File: src/rtl/axil_s2mm_reg_slave_pkg.sv
// Purpose : shared constants for the S2MM register responder (offsets, bit indices, resp codes, FSM states).
// Latency : n/a (declarations only).
// Backpressure: n/a.
package axil_s2mm_pkg;

  // Register byte offsets (word aligned)
  localparam logic [11:0] DMACR_OFF  = 12'h030;
  localparam logic [11:0] DMASR_OFF  = 12'h034;
  localparam logic [11:0] DA_OFF     = 12'h048;
  localparam logic [11:0] DA_MSB_OFF = 12'h04C;
  localparam logic [11:0] LENGTH_OFF = 12'h058;

  // DMACR bits
  localparam int RS_BIT        = 0;
  localparam int RESET_BIT     = 2;
  localparam int IOC_IRQEN_BIT = 12;

  // DMASR bits
  localparam int HALTED_BIT  = 0;
  localparam int IDLE_BIT    = 1;
  localparam int IOC_IRQ_BIT = 12;

  // AXI response codes
  localparam logic [1:0] RESP_OKAY   = 2'b00;
  localparam logic [1:0] RESP_SLVERR = 2'b10;

  typedef enum logic {W_IDLE, W_RESP} w_state_e;
  typedef enum logic {R_IDLE, R_DATA} r_state_e;

endpackage

File: src/rtl/axil_s2mm_reg_slave_if.sv
// Purpose : AXI4-Lite bus bundle between the write controller (master) and the S2MM register slave.
// Latency : n/a (wires only).
// Backpressure: standard AXI valid/ready on AW, W, B, AR, R.
// Ports   : aw*/w*/b* write channels, ar*/r* read channels; master and slave modports.
interface axil_s2mm_reg_slave_if #(
  parameter int ADDR_W = 10
);
  logic [ADDR_W-1:0] awaddr;
  logic              awvalid;
  logic              awready;
  logic [31:0]       wdata;
  logic              wvalid;
  logic              wready;
  logic [1:0]        bresp;
  logic              bvalid;
  logic              bready;
  logic [ADDR_W-1:0] araddr;
  logic              arvalid;
  logic              arready;
  logic [31:0]       rdata;
  logic [1:0]        rresp;
  logic              rvalid;
  logic              rready;

  modport master (
    output awaddr, awvalid, wdata, wvalid, bready, araddr, arvalid, rready,
    input  awready, wready, bresp, bvalid, arready, rdata, rresp, rvalid
  );

  modport slave (
    input  awaddr, awvalid, wdata, wvalid, bready, araddr, arvalid, rready,
    output awready, wready, bresp, bvalid, arready, rdata, rresp, rvalid
  );
endinterface

File: src/rtl/axil_s2mm_reg_slave.sv
// Purpose : AXI4-Lite responder emulating the S2MM DMA register subset (DMACR/DMASR/DA/DA_MSB/LENGTH);
//           a legal LENGTH write launches one datapath transfer, completion raises IOC / s2mm_introut.
// Latency : bvalid 1 cycle after the later of AW/W; rvalid 1 cycle after AR; xfer_start 1 cycle after commit.
// Backpressure: AW/W/AR ready drop while a response is outstanding; B and R hold until bready/rready.
// Ports   : clk, rst (sync, active-high); s_axi_lite (slave modport); xfer_da/xfer_len/xfer_start to the
//           datapath, xfer_done from it; s2mm_introut level interrupt.
// Option  : S2MM_SOFT_RESET_EN enables the self-clearing DMACR.Reset bit.
module axil_s2mm_reg_slave
  import axil_s2mm_pkg::*;
#(
  parameter int ADDR_W = 10,
  parameter int LEN_W  = 26
) (
  input  logic                   clk,
  input  logic                   rst,
  axil_s2mm_reg_slave_if.slave   s_axi_lite,
  output logic [63:0]            xfer_da,
  output logic [LEN_W-1:0]       xfer_len,
  output logic                   xfer_start,
  input  logic                   xfer_done,
  output logic                   s2mm_introut
);

  localparam logic [ADDR_W-1:0] WORD_MASK = ~ADDR_W'(3);

  // Channel state
  w_state_e          w_state_q, w_state_d;
  r_state_e          r_state_q, r_state_d;
  logic              awready_q, awready_d, wready_q, wready_d;
  logic              aw_got_q, aw_got_d, w_got_q, w_got_d;
  logic [ADDR_W-1:0] awaddr_q, awaddr_d;
  logic [31:0]       wdata_q, wdata_d;
  logic              bvalid_q, bvalid_d;
  logic [1:0]        bresp_q, bresp_d;
  logic              arready_q, arready_d, rvalid_q, rvalid_d;
  logic [31:0]       rdata_q, rdata_d;
  logic [1:0]        rresp_q, rresp_d;

  // Register state
  logic              rs_q, rs_d, ioc_en_q, ioc_en_d, ioc_irq_q, ioc_irq_d, idle_q, idle_d;
  logic [31:0]       da_q, da_d, da_msb_q, da_msb_d;
  logic [LEN_W-1:0]  len_q, len_d, xfer_len_q, xfer_len_d;
  logic [63:0]       xfer_da_q, xfer_da_d;
  logic              xfer_start_q, xfer_start_d, introut_q, introut_d;

  logic              aw_hs, w_hs, commit;
  logic [ADDR_W-1:0] wr_word, rd_word;
  logic [31:0]       wr_data, rd_val;
  logic              rd_err;
`ifdef S2MM_SOFT_RESET_EN
  logic              soft_rst;
`endif

  assign aw_hs   = s_axi_lite.awvalid & awready_q;
  assign w_hs    = s_axi_lite.wvalid & wready_q;
  // The beat arriving this cycle is used directly so the commit happens in the same cycle.
  assign wr_word = (aw_got_q ? awaddr_q : s_axi_lite.awaddr) & WORD_MASK;
  assign wr_data = w_got_q ? wdata_q : s_axi_lite.wdata;
  assign commit  = (w_state_q == W_IDLE) & (aw_got_q | aw_hs) & (w_got_q | w_hs);
  assign rd_word = s_axi_lite.araddr & WORD_MASK;

  // Read mux works on current register values, so a same-cycle write is not visible yet.
  always_comb begin
    rd_val = '0;
    rd_err = 1'b0;
    case (rd_word)
      ADDR_W'(DMACR_OFF): begin
        rd_val[RS_BIT]        = rs_q;
        rd_val[IOC_IRQEN_BIT] = ioc_en_q;
      end
      ADDR_W'(DMASR_OFF): begin
        rd_val[HALTED_BIT]  = ~rs_q;
        rd_val[IDLE_BIT]    = idle_q;
        rd_val[IOC_IRQ_BIT] = ioc_irq_q;
      end
      ADDR_W'(DA_OFF):     rd_val = da_q;
      ADDR_W'(DA_MSB_OFF): rd_val = da_msb_q;
      ADDR_W'(LENGTH_OFF): rd_val[LEN_W-1:0] = len_q;
      default:             rd_err = 1'b1;
    endcase
  end

  always_comb begin
    w_state_d    = w_state_q;
    r_state_d    = r_state_q;
    awready_d    = awready_q;
    wready_d     = wready_q;
    aw_got_d     = aw_got_q;
    w_got_d      = w_got_q;
    awaddr_d     = awaddr_q;
    wdata_d      = wdata_q;
    bvalid_d     = bvalid_q;
    bresp_d      = bresp_q;
    arready_d    = arready_q;
    rvalid_d     = rvalid_q;
    rdata_d      = rdata_q;
    rresp_d      = rresp_q;
    rs_d         = rs_q;
    ioc_en_d     = ioc_en_q;
    ioc_irq_d    = ioc_irq_q;
    idle_d       = idle_q;
    da_d         = da_q;
    da_msb_d     = da_msb_q;
    len_d        = len_q;
    xfer_da_d    = xfer_da_q;
    xfer_len_d   = xfer_len_q;
    xfer_start_d = 1'b0;
    introut_d    = ioc_irq_q & ioc_en_q;
`ifdef S2MM_SOFT_RESET_EN
    soft_rst     = 1'b0;
`endif

    // Write channel: AW and W captured independently, commit once both are held.
    case (w_state_q)
      W_IDLE: begin
        if (aw_hs) begin
          aw_got_d = 1'b1;
          awaddr_d = s_axi_lite.awaddr;
        end
        if (w_hs) begin
          w_got_d = 1'b1;
          wdata_d = s_axi_lite.wdata;
        end
        if (commit) begin
          aw_got_d  = 1'b0;
          w_got_d   = 1'b0;
          awready_d = 1'b0;
          wready_d  = 1'b0;
          bvalid_d  = 1'b1;
          bresp_d   = RESP_OKAY;
          w_state_d = W_RESP;
          case (wr_word)
            ADDR_W'(DMACR_OFF): begin
              rs_d     = wr_data[RS_BIT];
              ioc_en_d = wr_data[IOC_IRQEN_BIT];
`ifdef S2MM_SOFT_RESET_EN
              soft_rst = wr_data[RESET_BIT];
`endif
            end
            ADDR_W'(DMASR_OFF): if (wr_data[IOC_IRQ_BIT]) ioc_irq_d = 1'b0;
            ADDR_W'(DA_OFF):     da_d = wr_data;
            ADDR_W'(DA_MSB_OFF): da_msb_d = wr_data;
            ADDR_W'(LENGTH_OFF): begin
              if (rs_q && idle_q) begin
                len_d = wr_data[LEN_W-1:0];
                // Zero length is stored but never launched.
                if (|wr_data[LEN_W-1:0]) begin
                  xfer_da_d    = {da_msb_q, da_q};
                  xfer_len_d   = wr_data[LEN_W-1:0];
                  idle_d       = 1'b0;
                  xfer_start_d = 1'b1;
                end
              end else begin
                bresp_d = RESP_SLVERR;
              end
            end
            default: bresp_d = RESP_SLVERR;
          endcase
        end else begin
          awready_d = ~aw_got_d;
          wready_d  = ~w_got_d;
        end
      end
      W_RESP: begin
        if (s_axi_lite.bready) begin
          bvalid_d  = 1'b0;
          awready_d = 1'b1;
          wready_d  = 1'b1;
          w_state_d = W_IDLE;
        end
      end
    endcase

    // Completion set is applied after the W1C so a coincident set wins.
    if (xfer_done && !idle_q) begin
      idle_d    = 1'b1;
      ioc_irq_d = 1'b1;
    end

`ifdef S2MM_SOFT_RESET_EN
    // Abandons any busy transfer; the B response in flight is unaffected.
    if (soft_rst) begin
      rs_d         = 1'b0;
      ioc_en_d     = 1'b0;
      ioc_irq_d    = 1'b0;
      idle_d       = 1'b1;
      da_d         = '0;
      da_msb_d     = '0;
      len_d        = '0;
      xfer_da_d    = '0;
      xfer_len_d   = '0;
      xfer_start_d = 1'b0;
      introut_d    = 1'b0;
    end
`endif

    // Read channel
    case (r_state_q)
      R_IDLE: begin
        arready_d = 1'b1;
        if (s_axi_lite.arvalid && arready_q) begin
          rdata_d   = rd_val;
          rresp_d   = rd_err ? RESP_SLVERR : RESP_OKAY;
          rvalid_d  = 1'b1;
          arready_d = 1'b0;
          r_state_d = R_DATA;
        end
      end
      R_DATA: begin
        if (s_axi_lite.rready) begin
          rvalid_d  = 1'b0;
          arready_d = 1'b1;
          r_state_d = R_IDLE;
        end
      end
    endcase
  end

  always_ff @(posedge clk) begin
    if (rst) begin
      w_state_q    <= W_IDLE;
      r_state_q    <= R_IDLE;
      awready_q    <= 1'b0;
      wready_q     <= 1'b0;
      aw_got_q     <= 1'b0;
      w_got_q      <= 1'b0;
      awaddr_q     <= '0;
      wdata_q      <= '0;
      bvalid_q     <= 1'b0;
      bresp_q      <= RESP_OKAY;
      arready_q    <= 1'b0;
      rvalid_q     <= 1'b0;
      rdata_q      <= '0;
      rresp_q      <= RESP_OKAY;
      rs_q         <= 1'b0;
      ioc_en_q     <= 1'b0;
      ioc_irq_q    <= 1'b0;
      idle_q       <= 1'b1;
      da_q         <= '0;
      da_msb_q     <= '0;
      len_q        <= '0;
      xfer_da_q    <= '0;
      xfer_len_q   <= '0;
      xfer_start_q <= 1'b0;
      introut_q    <= 1'b0;
    end else begin
      w_state_q    <= w_state_d;
      r_state_q    <= r_state_d;
      awready_q    <= awready_d;
      wready_q     <= wready_d;
      aw_got_q     <= aw_got_d;
      w_got_q      <= w_got_d;
      awaddr_q     <= awaddr_d;
      wdata_q      <= wdata_d;
      bvalid_q     <= bvalid_d;
      bresp_q      <= bresp_d;
      arready_q    <= arready_d;
      rvalid_q     <= rvalid_d;
      rdata_q      <= rdata_d;
      rresp_q      <= rresp_d;
      rs_q         <= rs_d;
      ioc_en_q     <= ioc_en_d;
      ioc_irq_q    <= ioc_irq_d;
      idle_q       <= idle_d;
      da_q         <= da_d;
      da_msb_q     <= da_msb_d;
      len_q        <= len_d;
      xfer_da_q    <= xfer_da_d;
      xfer_len_q   <= xfer_len_d;
      xfer_start_q <= xfer_start_d;
      introut_q    <= introut_d;
    end
  end

  assign s_axi_lite.awready = awready_q;
  assign s_axi_lite.wready  = wready_q;
  assign s_axi_lite.bvalid  = bvalid_q;
  assign s_axi_lite.bresp   = bresp_q;
  assign s_axi_lite.arready = arready_q;
  assign s_axi_lite.rvalid  = rvalid_q;
  assign s_axi_lite.rdata   = rdata_q;
  assign s_axi_lite.rresp   = rresp_q;
  assign xfer_da            = xfer_da_q;
  assign xfer_len           = xfer_len_q;
  assign xfer_start         = xfer_start_q;
  assign s2mm_introut       = introut_q;

endmodule
File: src/flat_wrapper.sv
// flat-port wrapper written by rule: the top's interface ports become plain ports
module axil_s2mm_reg_slave_flat import axil_s2mm_pkg::*;
#(
  parameter int ADDR_W = 10,
  parameter int LEN_W  = 26
)
  (clk, rst, xfer_da, xfer_len, xfer_start, xfer_done, s2mm_introut, s_axi_lite_awaddr, s_axi_lite_awvalid, s_axi_lite_wdata, s_axi_lite_wvalid, s_axi_lite_bready, s_axi_lite_araddr, s_axi_lite_arvalid, s_axi_lite_rready, s_axi_lite_awready, s_axi_lite_wready, s_axi_lite_bresp, s_axi_lite_bvalid, s_axi_lite_arready, s_axi_lite_rdata, s_axi_lite_rresp, s_axi_lite_rvalid);
  axil_s2mm_reg_slave_if #(.ADDR_W(ADDR_W)) s_axi_lite_i ();
  input  logic clk;
  input  logic rst;
  output logic [63:0] xfer_da;
  output logic [LEN_W-1:0] xfer_len;
  output logic xfer_start;
  input  logic xfer_done;
  output logic s2mm_introut;
  input wire logic [$bits(s_axi_lite_i.awaddr)-1:0] s_axi_lite_awaddr;
  input wire logic [$bits(s_axi_lite_i.awvalid)-1:0] s_axi_lite_awvalid;
  input wire logic [$bits(s_axi_lite_i.wdata)-1:0] s_axi_lite_wdata;
  input wire logic [$bits(s_axi_lite_i.wvalid)-1:0] s_axi_lite_wvalid;
  input wire logic [$bits(s_axi_lite_i.bready)-1:0] s_axi_lite_bready;
  input wire logic [$bits(s_axi_lite_i.araddr)-1:0] s_axi_lite_araddr;
  input wire logic [$bits(s_axi_lite_i.arvalid)-1:0] s_axi_lite_arvalid;
  input wire logic [$bits(s_axi_lite_i.rready)-1:0] s_axi_lite_rready;
  output wire logic [$bits(s_axi_lite_i.awready)-1:0] s_axi_lite_awready;
  output wire logic [$bits(s_axi_lite_i.wready)-1:0] s_axi_lite_wready;
  output wire logic [$bits(s_axi_lite_i.bresp)-1:0] s_axi_lite_bresp;
  output wire logic [$bits(s_axi_lite_i.bvalid)-1:0] s_axi_lite_bvalid;
  output wire logic [$bits(s_axi_lite_i.arready)-1:0] s_axi_lite_arready;
  output wire logic [$bits(s_axi_lite_i.rdata)-1:0] s_axi_lite_rdata;
  output wire logic [$bits(s_axi_lite_i.rresp)-1:0] s_axi_lite_rresp;
  output wire logic [$bits(s_axi_lite_i.rvalid)-1:0] s_axi_lite_rvalid;
  assign s_axi_lite_i.awaddr = s_axi_lite_awaddr;
  assign s_axi_lite_i.awvalid = s_axi_lite_awvalid;
  assign s_axi_lite_i.wdata = s_axi_lite_wdata;
  assign s_axi_lite_i.wvalid = s_axi_lite_wvalid;
  assign s_axi_lite_i.bready = s_axi_lite_bready;
  assign s_axi_lite_i.araddr = s_axi_lite_araddr;
  assign s_axi_lite_i.arvalid = s_axi_lite_arvalid;
  assign s_axi_lite_i.rready = s_axi_lite_rready;
  assign s_axi_lite_awready = s_axi_lite_i.awready;
  assign s_axi_lite_wready = s_axi_lite_i.wready;
  assign s_axi_lite_bresp = s_axi_lite_i.bresp;
  assign s_axi_lite_bvalid = s_axi_lite_i.bvalid;
  assign s_axi_lite_arready = s_axi_lite_i.arready;
  assign s_axi_lite_rdata = s_axi_lite_i.rdata;
  assign s_axi_lite_rresp = s_axi_lite_i.rresp;
  assign s_axi_lite_rvalid = s_axi_lite_i.rvalid;
  axil_s2mm_reg_slave #(.ADDR_W(ADDR_W), .LEN_W(LEN_W)) u_core (.clk(clk), .rst(rst), .s_axi_lite(s_axi_lite_i), .xfer_da(xfer_da), .xfer_len(xfer_len), .xfer_start(xfer_start), .xfer_done(xfer_done), .s2mm_introut(s2mm_introut));
endmodule
File: config.mk
export PLATFORM = sky130hd
export DESIGN_NAME = axil_s2mm_reg_slave_flat
export DESIGN_NICKNAME = d
export VERILOG_FILES = /design/src/rtl/axil_s2mm_reg_slave_pkg.sv /design/src/rtl/axil_s2mm_reg_slave_if.sv /design/src/rtl/axil_s2mm_reg_slave.sv /design/src/flat_wrapper.sv
export SDC_FILE = /design/constraint.sdc
export NUM_CORES = 1
export LEC_CHECK = 0
export CAP_MARGIN = 10
export CORE_ASPECT_RATIO = 0.5
export CORE_UTILIZATION = 45
export CTS_BUF_LIST = sky130_fd_sc_hd__clkbuf_2 sky130_fd_sc_hd__clkbuf_4 sky130_fd_sc_hd__clkbuf_8
export DETAILED_ROUTE_END_ITERATION = 6
export GPL_TIMING_DRIVEN = 0
export PLACE_DENSITY_LB_ADDON = 0.05
export SYNTH_ARGS = -nofsm -noshare
export SYNTH_HDL_FRONTEND = slang
export SYNTH_SLANG_ARGS = --single-unit
File: constraint.sdc
create_clock -name clk -period 2.68 [get_ports clk]
set_clock_uncertainty 0.15 [all_clocks]
set_input_delay 0.804 -clock clk [delete_from_list [all_inputs] [get_ports clk]]
set_output_delay 0.804 -clock clk [all_outputs]
set_load 0.01 [all_outputs]
=== Word-level counts from Yosys, hierarchy flattened ===
Index checks and enable logic that the tools add are counted.

* Logic and storage cells: 122
* Bits in registers: 273
* Output and inout bits: 133
* Input bits: 60

* Reductions and logical operators: 24
* Mux-type cells: 43
* Bitwise logic cells: 15
* Eq/ne operators: 15

{| class="wikitable"
|+ Operators by type and width
! operator !! count
|-
| 8-bit by 5-bit equality test with 1-bit output (second input constant) || 6
|-
| 13-bit case mux with 3 select lines || 1
|-
| 8-bit by 4-bit equality test with 1-bit output (second input constant) || 4
|-
| 32-bit two-way mux || 1
|-
| 10-bit case mux with 3 select lines || 1
|-
| 26-bit OR reduction || 1
|-
| 1-bit two-way mux || 25
|-
| 1-bit case mux with 2 select lines || 7
|-
| 6-bit case mux with 2 select lines || 1
|-
| 2-bit AND reduction || 6
|-
| 10-bit two-way mux || 1
|-
| 1-bit case mux with 5 select lines || 2
|-
| 5-bit OR reduction || 2
|-
| 3-bit AND reduction || 3
|-
| 1-bit NOT || 8
|-
| 4-bit AND reduction || 2
|-
| 2-bit != test (second input constant) || 3
|-
| 2-bit nonzero test || 3
|-
| 1-bit AND || 5
|-
| 5-bit AND reduction || 1
|-
| 2-bit two-way mux || 2
|-
| 2-bit by 1-bit != test with 1-bit output (second input constant) || 2
|-
| 1-bit case mux with 4 select lines || 1
|-
| 2-bit case mux with 2 select lines || 1
|-
| 5 further kinds || 8
|}

=== Depth between registers and ports, before layout ===
* Depth in word-level cells: 7
* Mapped depth: 9

=== Worst setup path after synthesis ===
No wires, ideal clock.

* Kind: input port to flip-flop
* Start point: input s_axi_lite_wdata[11]
* End point: register u_core.xfer_len_q[19], in the netlist u_core.xfer_len[19]
* Library setup time: 134 ps
* Required time: 2396 ps
* Arrival time: 2154 ps
* Cell stages on the path: 8
* Setup slack: 242 ps
* Cell sequence: nor4_1 -> nand4_1 -> nor4_1 -> o21ai_1 -> clkbuf_1 -> clkbuf_1 -> a21oi_1 -> a211oi_1

* Word-level cells in the longest chain between the ends: 3

{| class="wikitable"
|+ RTL lines
! item !! RTL line !! RTL
|-
| start: declaration || flat_wrapper.sv:18 || <nowiki>input wire logic [$bits(s_axi_lite_i.wdata)-1:0] s_axi_lite_wdata;</nowiki>
|-
| 32-bit two-way mux || axil_s2mm_reg_slave.sv:58 || <nowiki>assign wr_data = w_got_q ? wdata_q : s_axi_lite.wdata;</nowiki>
|-
| 26-bit OR reduction || axil_s2mm_reg_slave.sv:147 || <nowiki>if (|wr_data[LEN_W-1:0]) begin</nowiki>
|-
| 5-bit AND reduction (no line) || - ||
|-
| end signal: assignment || axil_s2mm_reg_slave.sv:269 || <nowiki>xfer_len_q <= xfer_len_d;</nowiki>
|-
| end: declaration || axil_s2mm_reg_slave.sv:42 || <nowiki>logic [LEN_W-1:0] len_q, len_d, xfer_len_q, xfer_len_d;</nowiki>
|}

Every way passes these cells.
A chain may end at the register's enable or synchronous reset.

=== Worst setup path in the final report ===
* Start point: input s_axi_lite_wdata[11]
* End point: register u_core.xfer_da_q[53], in the netlist u_core.xfer_da[53]

* Word-level cells in the longest chain between the ends: 3

{| class="wikitable"
|+ RTL lines
! item !! RTL line !! RTL
|-
| 32-bit two-way mux || axil_s2mm_reg_slave.sv:58 ||
|-
| 26-bit OR reduction || axil_s2mm_reg_slave.sv:147 ||
|-
| 5-bit AND reduction (no line) || - ||
|-
| end signal: assignment || axil_s2mm_reg_slave.sv:268 || <nowiki>xfer_da_q <= xfer_da_d;</nowiki>
|-
| end: declaration || axil_s2mm_reg_slave.sv:43 || <nowiki>logic [63:0] xfer_da_q, xfer_da_d;</nowiki>
|}

Every way passes these cells.

==> flow_summary.ini <==
[routing]
routed_via_density = 5.86
wirelength_um = 37400
wl_per_cell_um = 21.5
vias = 10200
ant_nets = 0
first_iter_violations = 906
drc = 7
drt_pass1_iterations = 7

[power]
p_leak_nw = 4.84
p_total_mw = 8.27
ir_drop_mv = 0.311
power_density_nw_per_um2 = 585

[synthesis]
synthFlopType = dfxtp_1
syn_inst = 1168
ys_seq_area_frac = 0.503
synthSimpleGateAreaFrac = 0.148
synth_edf_count = 0
synthArstFlopShare = 0
synth_fa_ha_area_frac = 0
synth_area_um2 = 10700
synth-compound-area-share = 0.237
ys_ff_latch = 269
synth.area.mux_share = 0.0609
synth_cell_types = 55
yosys_warnings = 0
synth_top_family_by_area = compound AO/OA/AOI/OAI gates
avgSynthCellArea_um2 = 9.17
synth_xor_area_frac = 0.000818

[cts]
h-tree-depth = 2
cts_max_path_buffers = 3
clock_latency_ns = 0.56
cts.sinks = 269
clk_pin_slew_worst_paths_ns = 0.07
numCtsBuffers = 39
cts_tree = built
cts-root-buf = clkbuf_8
hold_buffers = 0

[sta]
timing_max_transition_violations_final = 0
hold_viol = 0
hold_ws_ns = 0.309
period_minus_slack_ns = 2.64
finalCritPeriodShare = 0.985
layout_setup_ws_ns = 0.0395
worst_pin_slew_ns = 0.938
max_freq_mhz = 379
finalSetupViolCount = 0
max-slew-margin-rel = 0.357

[job]
maxCapViolCount = 0

[setup_path]
crit_path_max_incr_delay_ns = 0.45
cp_slowest_cell = clkdlybuf4s50_1
cp.required_ns = 2.94
arrival_ns = 2.90
path_cells = clkdlybuf4s50_1 > nor4_2 > nand4_1 > nor4_4 > buf_4 > o21ai_4 > buf_8 > clkbuf_2 > nand3_1 > a21oi_1
crit_path_end_kind = register
crit_path_start_kind = input port
cp_max_fo = 10
critPathKind = input port to register

[layout]
insertedDiodeCount = 0
stdcell_area_um2 = 14100
stdcell_count = 1734
fill_cells = 2067
synthToLayoutAreaGrowth_pct = 32.0
drive_above_1_share = 0.136
fin_nets = 1461

[floorplan]
coreArea_um2 = 23100
initial_utilization = 0.464
die_w_um = 220
die-area_um2 = 24400
die_h_um = 111
ioPinCount = 193
row_count = 39

[placement]
place.gp.congestion = 0.911
dpl_cell_area_um2 = 12900
pre_cts_ws_ns = -1.05
hpwl_um = 27900
dp_cells = 1661
io_buffers = 185

[min_path]
holdCritPathClass = register to register

[status]
violations = design-rule violations
outcome = finished, violations left

[grt]
grt_max_degree = 12
gr-total-overflow = 0
antenna_found_initial = 0
grt_usage = 0.304
grt_pass1_vias = 9599
grt_first_pass_wirelength_um = 56700
## final timing paths
path | startpoint | endpoint | slack, ns | depth (start not counted)
setup reg to reg | u_core.w_got_q | u_core.xfer_da[24] | 0.12 | 9
hold / removal | u_core.wdata_q[26] | u_core.wdata_q[26] | 0.31 | 2
hold reg to reg | u_core.wdata_q[26] | u_core.wdata_q[26] | 0.31 | 2
setup / recovery | s_axi_lite_wdata[11] | u_core.xfer_da[53] | 0.04 | 10
## metrics by stage
step | utilization | setup TNS, ns
after detailed placement | 0.561 | -166.98
after global routing | 0.612 | -0.00599
after global placement | 0.561 | -164.37
after floorplan | - | 0
final | 0.612 | 0
after CTS | 0.604 | 0
## cell usage after synthesis, types with 3 or more instances
library cell  instances  share of area
a221oi_1              9         0.0074
mux2i_1              64          0.060
nor2_1              124          0.043
a22o_1               31          0.025
o21ai_0              70          0.033
buf_2                19         0.0089
buf_4                12         0.0084
nand2b_1              3         0.0018
o21ai_1              18         0.0084
nor2b_1               3         0.0018
nand3b_1              4         0.0028
a21oi_1             117          0.055
o2bb2ai_1            17          0.014
nand2_1              97          0.034
or2_2                 4         0.0023
buf_6                 7         0.0074
buf_1                 3         0.0011
dfxtp_1             269           0.50
a211oi_2             28          0.033
nand3_1              66          0.031
clkbuf_1             68          0.024
nor3_1               19         0.0089
o21a_1                3         0.0021
a211oi_1             65          0.046
nor3b_1               3         0.0021
nor4_1               11         0.0064
## state kept, by name (all words and copies together), names as in the netlist, 8 cells and up
register                 cells
u_core.awaddr_q              8
u_core.da_msb_q             32
u_core.da_q                 32
u_core.len_q                26
u_core.s_axi_lite.rdata     32
u_core.wdata_q              32
u_core.xfer_da              64
u_core.xfer_len             26
## cell families (layout without fill, tap and decap cells)
| family | Yosys count | in the layout |
|---|---|---|
| mux | 65 | 65 |
| xor+xnor | 1 | 1 |
| flops | 269 | 269 |
| buf+inv | 111 | 369 |
| simple gates | 349 | 349 |
| other cells | 1 | 2 |
| compound gates | 372 | 372 |
## area by class of cell
| class | count | area [um^2] | area share |
|---|---|---|---|
| Clock buffer | 60 | 776 | 0.0549 |
| Clock inverter | 7 | 40.0 | 0.00283 |
| Inverter | 2 | 7.51 | 0.000531 |
| Timing Repair Buffer | 195 | 1980 | 0.140 |
| Multi-Input combinational cell | 789 | 4960 | 0.351 |
| Sequential cell | 269 | 5390 | 0.381 |
| Buffer | 105 | 592 | 0.0419 |
| Tap cell | 307 | 384 | 0.0272 |
## critical path, delay by kind of cell
family | cells | cell delay (ns)
compound gates | 2 | 0.19
buf+inv | 4 | 1.00
simple gates | 4 | 0.89
## repair_timing
| action | CTS | global route |
|---|---|---|
| endpoints found under the setup margin | 120 | 137 |
| pin swaps | 2 | 7 |
| setup buffers | 5 | 4 |
| cloned | 0 | 1 |
| gates resized for setup | 38 | 45 |
## placed cells by master (no fill, tap or decap), types with 4 or more instances in the layout
| cell | instances |
|---|---|
| a21oi_1 | 115 |
| buf_2 | 11 |
| clkdlybuf4s50_1 | 174 |
| mux2i_1 | 64 |
| dfxtp_1 | 269 |
| clkbuf_2 | 12 |
| a221oi_1 | 9 |
| a211oi_2 | 28 |
| a211oi_1 | 65 |
| buf_6 | 10 |
| nor4_1 | 6 |
| nor2_1 | 122 |
| or2_2 | 4 |
| nand2_1 | 97 |
| a22o_1 | 31 |
| clkbuf_1 | 48 |
| nor3_1 | 18 |
| nand3b_1 | 4 |
| o21ai_1 | 18 |
| clkinv_2 | 5 |
| buf_4 | 22 |
| clkbuf_4 | 16 |
| o21ai_0 | 69 |
| clkbuf_8 | 52 |
| nand3_1 | 64 |
| o2bb2ai_1 | 17 |
| dlymetal6s2s_1 | 10 |
## layer usage
layer / vias up / wire (um) / GRT usage
li1: 4668 / - / -
met1: 4978 / 17600 / 0.457
met2: 456 / 15800 / 0.432
met3: 55 / 3150 / 0.0694
met4: 0 / 746 / 0.0814
met5: - / 0 / 0
## power by group
group	switching [mW]	internal, mW	total, mW	leakage (nW)
Sequential	0.0496	4.05	4.10	2.17
Clock	1.64	1.84	3.48	0.431
Combinational	0.438	0.243	0.681	2.23
(Power assumes the default switching activity.)
